## src/rtl/pw_ctrl_pkg.sv

```systemverilog
// Shared definitions for the password attempt controller: state encoding,
// default sizing and the saturating failure-counter step.
package pw_ctrl_pkg;

    localparam int DEF_PASS_W         = 32;
    localparam int DEF_MAX_FAILS      = 3;
    localparam int DEF_LOCKOUT_CYCLES = 1024;
    localparam int DEF_SESSION_CYCLES = 4096;
    localparam int DEF_CNT_W          = 12;

    typedef enum logic [2:0] {
        ST_UNPROG  = 3'd0,
        ST_IDLE    = 3'd1,
        ST_CHECK   = 3'd2,
        ST_GRANTED = 3'd3,
        ST_LOCKOUT = 3'd4
    } pw_state_e;

    // Failure count never wraps: it sticks at the lockout threshold.
    function automatic logic [1:0] fail_sat_inc(input logic [1:0] cnt, input logic [1:0] limit);
        if (cnt >= limit) begin
            return cnt;
        end else begin
            return cnt + 2'd1;
        end
    endfunction

endpackage

```

## src/rtl/pw_cycle_timer.sv

```systemverilog
// Cycle counter with synchronous clear, count enable and a terminal-count flag
// that marks the last cycle of a TERM_CYCLES-long interval.
module pw_cycle_timer
    import pw_ctrl_pkg::*;
#(
    parameter int CNT_W       = DEF_CNT_W,
    parameter int TERM_CYCLES = DEF_LOCKOUT_CYCLES
) (
    input  logic clk,
    input  logic reset,
    input  logic clear,
    input  logic enable,
    output logic done
);

    localparam logic [CNT_W-1:0] TERM_LAST = CNT_W'(TERM_CYCLES - 1);
    localparam logic [CNT_W-1:0] CNT_ONE   = CNT_W'(1);

    logic [CNT_W-1:0] count_r;

    // Count register: clear wins over enable, otherwise hold.
    always_ff @(posedge clk) begin
        if (reset) begin
            count_r <= '0;
        end else if (clear) begin
            count_r <= '0;
        end else if (enable) begin
            count_r <= count_r + CNT_ONE;
        end else begin
            count_r <= count_r;
        end
    end

    assign done = enable && (count_r == TERM_LAST);

endmodule

```

## src/rtl/password_attempt_ctrl.sv

```systemverilog
// Gates access to a protected resource behind a write-once golden password,
// with consecutive-failure lockout and a bounded session length.
module password_attempt_ctrl
    import pw_ctrl_pkg::*;
#(
    parameter int PASS_W         = DEF_PASS_W,
    parameter int MAX_FAILS      = DEF_MAX_FAILS,
    parameter int LOCKOUT_CYCLES = DEF_LOCKOUT_CYCLES,
    parameter int SESSION_CYCLES = DEF_SESSION_CYCLES,
    parameter int CNT_W          = DEF_CNT_W
) (
    input  logic              clk,
    input  logic              reset,
    input  logic              prog_valid,
    input  logic [PASS_W-1:0] prog_pass,
    output logic              prog_ready,
    input  logic              try_valid,
    input  logic [PASS_W-1:0] try_pass,
    output logic              try_ready,
    output logic              result_valid,
    output logic              result_grant,
    input  logic              logout,
    output logic              grant_access,
    output logic              locked_out,
    output logic [1:0]        fail_count
);

    localparam logic [1:0] FAIL_LIMIT = 2'(MAX_FAILS);

    pw_state_e         state_r;
    logic [PASS_W-1:0] golden_r;
    logic [1:0]        fail_next_s;
    logic              lock_done_s;
    logic              session_done_s;
    logic              in_lockout_s;
    logic              in_granted_s;

    assign fail_next_s  = fail_sat_inc(fail_count, FAIL_LIMIT);
    assign in_lockout_s = (state_r == ST_LOCKOUT);
    assign in_granted_s = (state_r == ST_GRANTED);

    // Timers sit at zero outside their state, so every entry starts from 0.
    pw_cycle_timer #(
        .CNT_W       (CNT_W),
        .TERM_CYCLES (LOCKOUT_CYCLES)
    ) u_lock_timer (
        .clk    (clk),
        .reset  (reset),
        .clear  (!in_lockout_s),
        .enable (in_lockout_s),
        .done   (lock_done_s)
    );

    pw_cycle_timer #(
        .CNT_W       (CNT_W),
        .TERM_CYCLES (SESSION_CYCLES)
    ) u_session_timer (
        .clk    (clk),
        .reset  (reset),
        .clear  (!in_granted_s),
        .enable (in_granted_s),
        .done   (session_done_s)
    );

    // Controller FSM; every output is a flop updated together with the state.
    always_ff @(posedge clk) begin
        if (reset) begin
            state_r      <= ST_UNPROG;
            golden_r     <= '0;
            prog_ready   <= 1'b1;
            try_ready    <= 1'b0;
            result_valid <= 1'b0;
            result_grant <= 1'b0;
            grant_access <= 1'b0;
            locked_out   <= 1'b0;
            fail_count   <= 2'd0;
        end else begin
            case (state_r)
                ST_UNPROG: begin
                    if (prog_valid) begin
                        golden_r   <= prog_pass;
                        state_r    <= ST_IDLE;
                        prog_ready <= 1'b0;
                        try_ready  <= 1'b1;
                    end
                end
                ST_IDLE: begin
                    // Only the verdict is captured, so the entered password is never stored.
                    if (try_valid) begin
                        result_grant <= (try_pass == golden_r);
                        result_valid <= 1'b1;
                        try_ready    <= 1'b0;
                        state_r      <= ST_CHECK;
                    end
                end
                ST_CHECK: begin
                    result_valid <= 1'b0;
                    result_grant <= 1'b0;
                    if (result_grant) begin
                        fail_count   <= 2'd0;
                        grant_access <= 1'b1;
                        state_r      <= ST_GRANTED;
                    end else if (fail_next_s == FAIL_LIMIT) begin
                        fail_count <= fail_next_s;
                        locked_out <= 1'b1;
                        state_r    <= ST_LOCKOUT;
                    end else begin
                        fail_count <= fail_next_s;
                        try_ready  <= 1'b1;
                        state_r    <= ST_IDLE;
                    end
                end
                ST_GRANTED: begin
                    if (logout || session_done_s) begin
                        grant_access <= 1'b0;
                        try_ready    <= 1'b1;
                        state_r      <= ST_IDLE;
                    end
                end
                ST_LOCKOUT: begin
                    if (lock_done_s) begin
                        fail_count <= 2'd0;
                        locked_out <= 1'b0;
                        try_ready  <= 1'b1;
                        state_r    <= ST_IDLE;
                    end
                end
                default: begin
                    state_r      <= ST_UNPROG;
                    golden_r     <= '0;
                    prog_ready   <= 1'b1;
                    try_ready    <= 1'b0;
                    result_valid <= 1'b0;
                    result_grant <= 1'b0;
                    grant_access <= 1'b0;
                    locked_out   <= 1'b0;
                    fail_count   <= 2'd0;
                end
            endcase
        end
    end

endmodule

```

## config.mk

```make
export PLATFORM = sky130hd
export DESIGN_NAME = password_attempt_ctrl
export DESIGN_NICKNAME = d
export VERILOG_FILES = /design/src/rtl/pw_ctrl_pkg.sv /design/src/rtl/pw_cycle_timer.sv /design/src/rtl/password_attempt_ctrl.sv
export SDC_FILE = /design/constraint.sdc
export NUM_CORES = 1
export LEC_CHECK = 0
export CORE_UTILIZATION = 29
export CTS_BUF_LIST = sky130_fd_sc_hd__clkbuf_2
export DETAILED_ROUTE_END_ITERATION = 6
export GPL_TIMING_DRIVEN = 0
export PLACE_DENSITY = 0.53
export SETUP_SLACK_MARGIN = 0.5
export SLEW_MARGIN = 15
export SYNTH_ARGS = -nofsm -noshare
export SYNTH_HDL_FRONTEND = slang
export SYNTH_SLANG_ARGS = --single-unit
```

## constraint.sdc

```tcl
create_clock -name clk -period 2.15 [get_ports clk]
set_clock_uncertainty 0.1 [all_clocks]
set_input_delay 0.3225 -clock clk [delete_from_list [all_inputs] [get_ports clk]]
set_output_delay 0.3225 -clock clk [all_outputs]
set_load 0.03 [all_outputs]
```

==> qor.txt <==
proportion of layout cells with a drive suffix above 1 - 0.186
Die Span Y - 104 µm
post-synthesis simple-gate area fraction - 0.213
row count - 36
fin crit period - 1.63 ns
mux contribution to synthesized area - 0.00709
I/O pin total - 77
Post-Syn Nets - 404
RR Startpoint - state_r[0]
Post-Syn Instances - 333
Pwr Density - 636 mW/mm²
CP Data Required Time - 2.47 ns
worst skew pair latency - 0.49 ns
largest net degree at the start of global routing - 12
core area - 0.00991 mm²
Initial Utilization - 0.303
antenna-violating nets left - 0
width of the die - 104 µm
CTS root buffer - clkbuf_2
vias - 2683
Final HPWL DP - 5.53 mm
IO Port Bufs - 75
Residual DRC - 0
die footprint - 0.0108 mm²
CTS H-Tree Depth - 3
Synth area leader - dfxtp_1
Post-synth ARST share - 0
final hold vios - 0
LEAKAGE - 1.54 nW
CTS Buf Count - 9
initial antenna violation count - 0
WP data arrival - 1.95 ns
status - completed
Synth top area share - 0.447
max_slew headroom - 0.611
ANT cells - 0
max-slew violations - 0
Nets - 501
Initial DRC Count - 63
Hold-fix buffers, CTS - 0
Setup crit start - state_r[0]
Yosys reg bits - 67
main combinational cell family by area after synthesis - simple AND/OR/NAND/NOR gates
Reg2Reg Depth - 6
DR WL/cell - 13.6 µm
drt pass-1 iters - 5
startpoint types - flip-flop
Area Overhead vs Synth - 43.1%
compound-cell area share of the yosys netlist - 0.148
placed instance count - 541
hold path start - reset
synth cell count leaders - dfxtp_1, nor2_1, a22oi_1
Max-cap violations - 0
Min Hold Slack - 0.343 ns
WHS Path Cells - 3
HP Class - primary input to flip-flop
Routed WL - 7.72 mm
Distinct cells, synth - 43
Post-Syn Area per Cell - 9.01 µm²
gpl congestion - 0.701
Synth Warn # - 0
most common flop cell mapped by yosys - dfxtp_1
sequential share of the synthesized area - 0.447
Synth Area in Adders - 0.00834
total power - 0.00273 W
global-route wire length before repair - 12.4 mm
Final setup viols - 0
fin cells - 568
CP Max Fanout - 10
CTS tree - built
Sink Count - 67
synth top area cells - dfxtp_1, a22oi_1, nor2_1, xor2_1, xnor2_1
unrepaired setup endpoints after global routing - true
measured slew at the worst slew-check pin - 0.583 ns
maximum clock frequency - 614 MHz
routed vias/inst - 4.72
Global Route Usage Sum - 0.146
CP endpoint kind - flip-flop
vias in the first global route - 2560
top-count cell post-synth - dfxtp_1
worst setup path class - flip-flop to flip-flop
clock transition at the registers of the reported paths - 0.19 ns
maximum clock path buffer count - 2
fin crit share - 0.758
total congestion overflow - 0
Post-synth EDFFs - 0
worst vdd rail ir drop - 0.328 mV
Synth Cell Area - 0.00300 mm²
fraction of synthesized cell area in xor and xnor cells - 0.146
## layer usage
layer / routed length [µm] / up-vias / global-route usage
li1: - / 1352 / -
met1: 3720 / 1257 / 0.190
met2: 3480 / 68 / 0.228
met3: 432 / 6 / 0.0453
met4: 86 / 0 / 0.0520
met5: 0 / - / 0
## report_power, final
part	internal, W	total [W]	switching, W
Combinational	0.000303	0.000544	0.000241
Clock	0.000380	0.000836	0.000456
Sequential	0.00130	0.00135	0.0000464
Total	0.00199	0.00273	0.000743
## final cells by class
cell class	count	area, µm²
Timing Repair Buffer	86	807
Sequential cell	67	1370
Fill cell	1028	5620
Inverter	4	15.0
Clock inverter	6	80.1
Clock buffer	10	50.0
Buffer	17	123
Tap cell	133	166
Multi-Input combinational cell	245	1690
## kinds of logic (layout without fill, tap and decap cells)
family / after synthesis / after routing
multiplexers: 2 / 2
adder cells (fa/ha/maj): 2 / 2
AND/OR/NAND/NOR: 128 / 128
flip-flops: 67 / 67
AO/OA/AOI/OAI: 63 / 63
XOR/XNOR: 50 / 50
buffers and inverters: 21 / 123
## state kept, by name, indices dropped and copies added (netlist names)
signal / count
fail_count: 2
golden_r: 32
prog_ready: 1
u_session_timer.count_r: 12
locked_out: 1
grant_access: 1
u_lock_timer.count_r: 12
result_grant: 1
try_ready: 1
state_r: 3
result_valid: 1
## metrics by stage
| stage | area (µm²) | utilization | setup slack, ns | TNS [ns] |
|---|---|---|---|---|
| 2_1_floorplan | 3000 | - | 0.507 | 0 |
| 3_3_place_gp | 3920 | 0.395 | -0.236 | -6.75 |
| 3_5_place_dp | 3920 | 0.395 | -0.255 | -7.24 |
| 4_1_cts | 4190 | 0.422 | 0.492 | 0 |
| 5_1_grt | 4290 | 0.433 | 0.448 | 0 |
| 6_report | 4290 | 0.433 | 0.521 | 0 |
## worst max-delay path: stages (launching register included)
cell and delay (ns):
dfxtp_2 0.40, buf_6 0.15, nor3b_4 0.24, nand4_1 0.15
nor4_2 0.17, nand4_1 0.16, o21ai_1 0.18
## cell usage in the layout, fill, tap and decap left out, types with 3 or more instances in the layout
master           instances
dfxtp_1                 54
xor2_1                  26
a21oi_1                 12
a22oi_2                  3
nand3_1                  8
clkdlybuf4s50_1         67
clkbuf_1                 7
o21ai_0                  8
dfxtp_4                  3
nor2_1                  64
buf_2                    8
xnor2_1                 24
nand2_1                 13
inv_1                    4
buf_4                   10
nor4_1                   4
and3_1                   3
a22oi_1                 30
nor2b_1                  3
nor2b_2                  3
nand4_1                 10
buf_6                    8
dfxtp_2                 10
clkbuf_2                11
## worst paths after layout
kind | endpoint | slack, ns
max | result_grant | 0.52
min | fail_count[0] | 0.34
max reg2reg | result_grant | 0.52
min reg2reg | u_lock_timer.count_r[0] | 0.37
## timing repair
action                                  CTS  global route
gates cloned                              0             2
pin swaps                                 3             8
setup buffers                             5             4
endpoints found under the hold margin     0             0
resized for setup                        59            37
endpoints found under the setup margin   69            61
(Power assumes the default switching activity.)
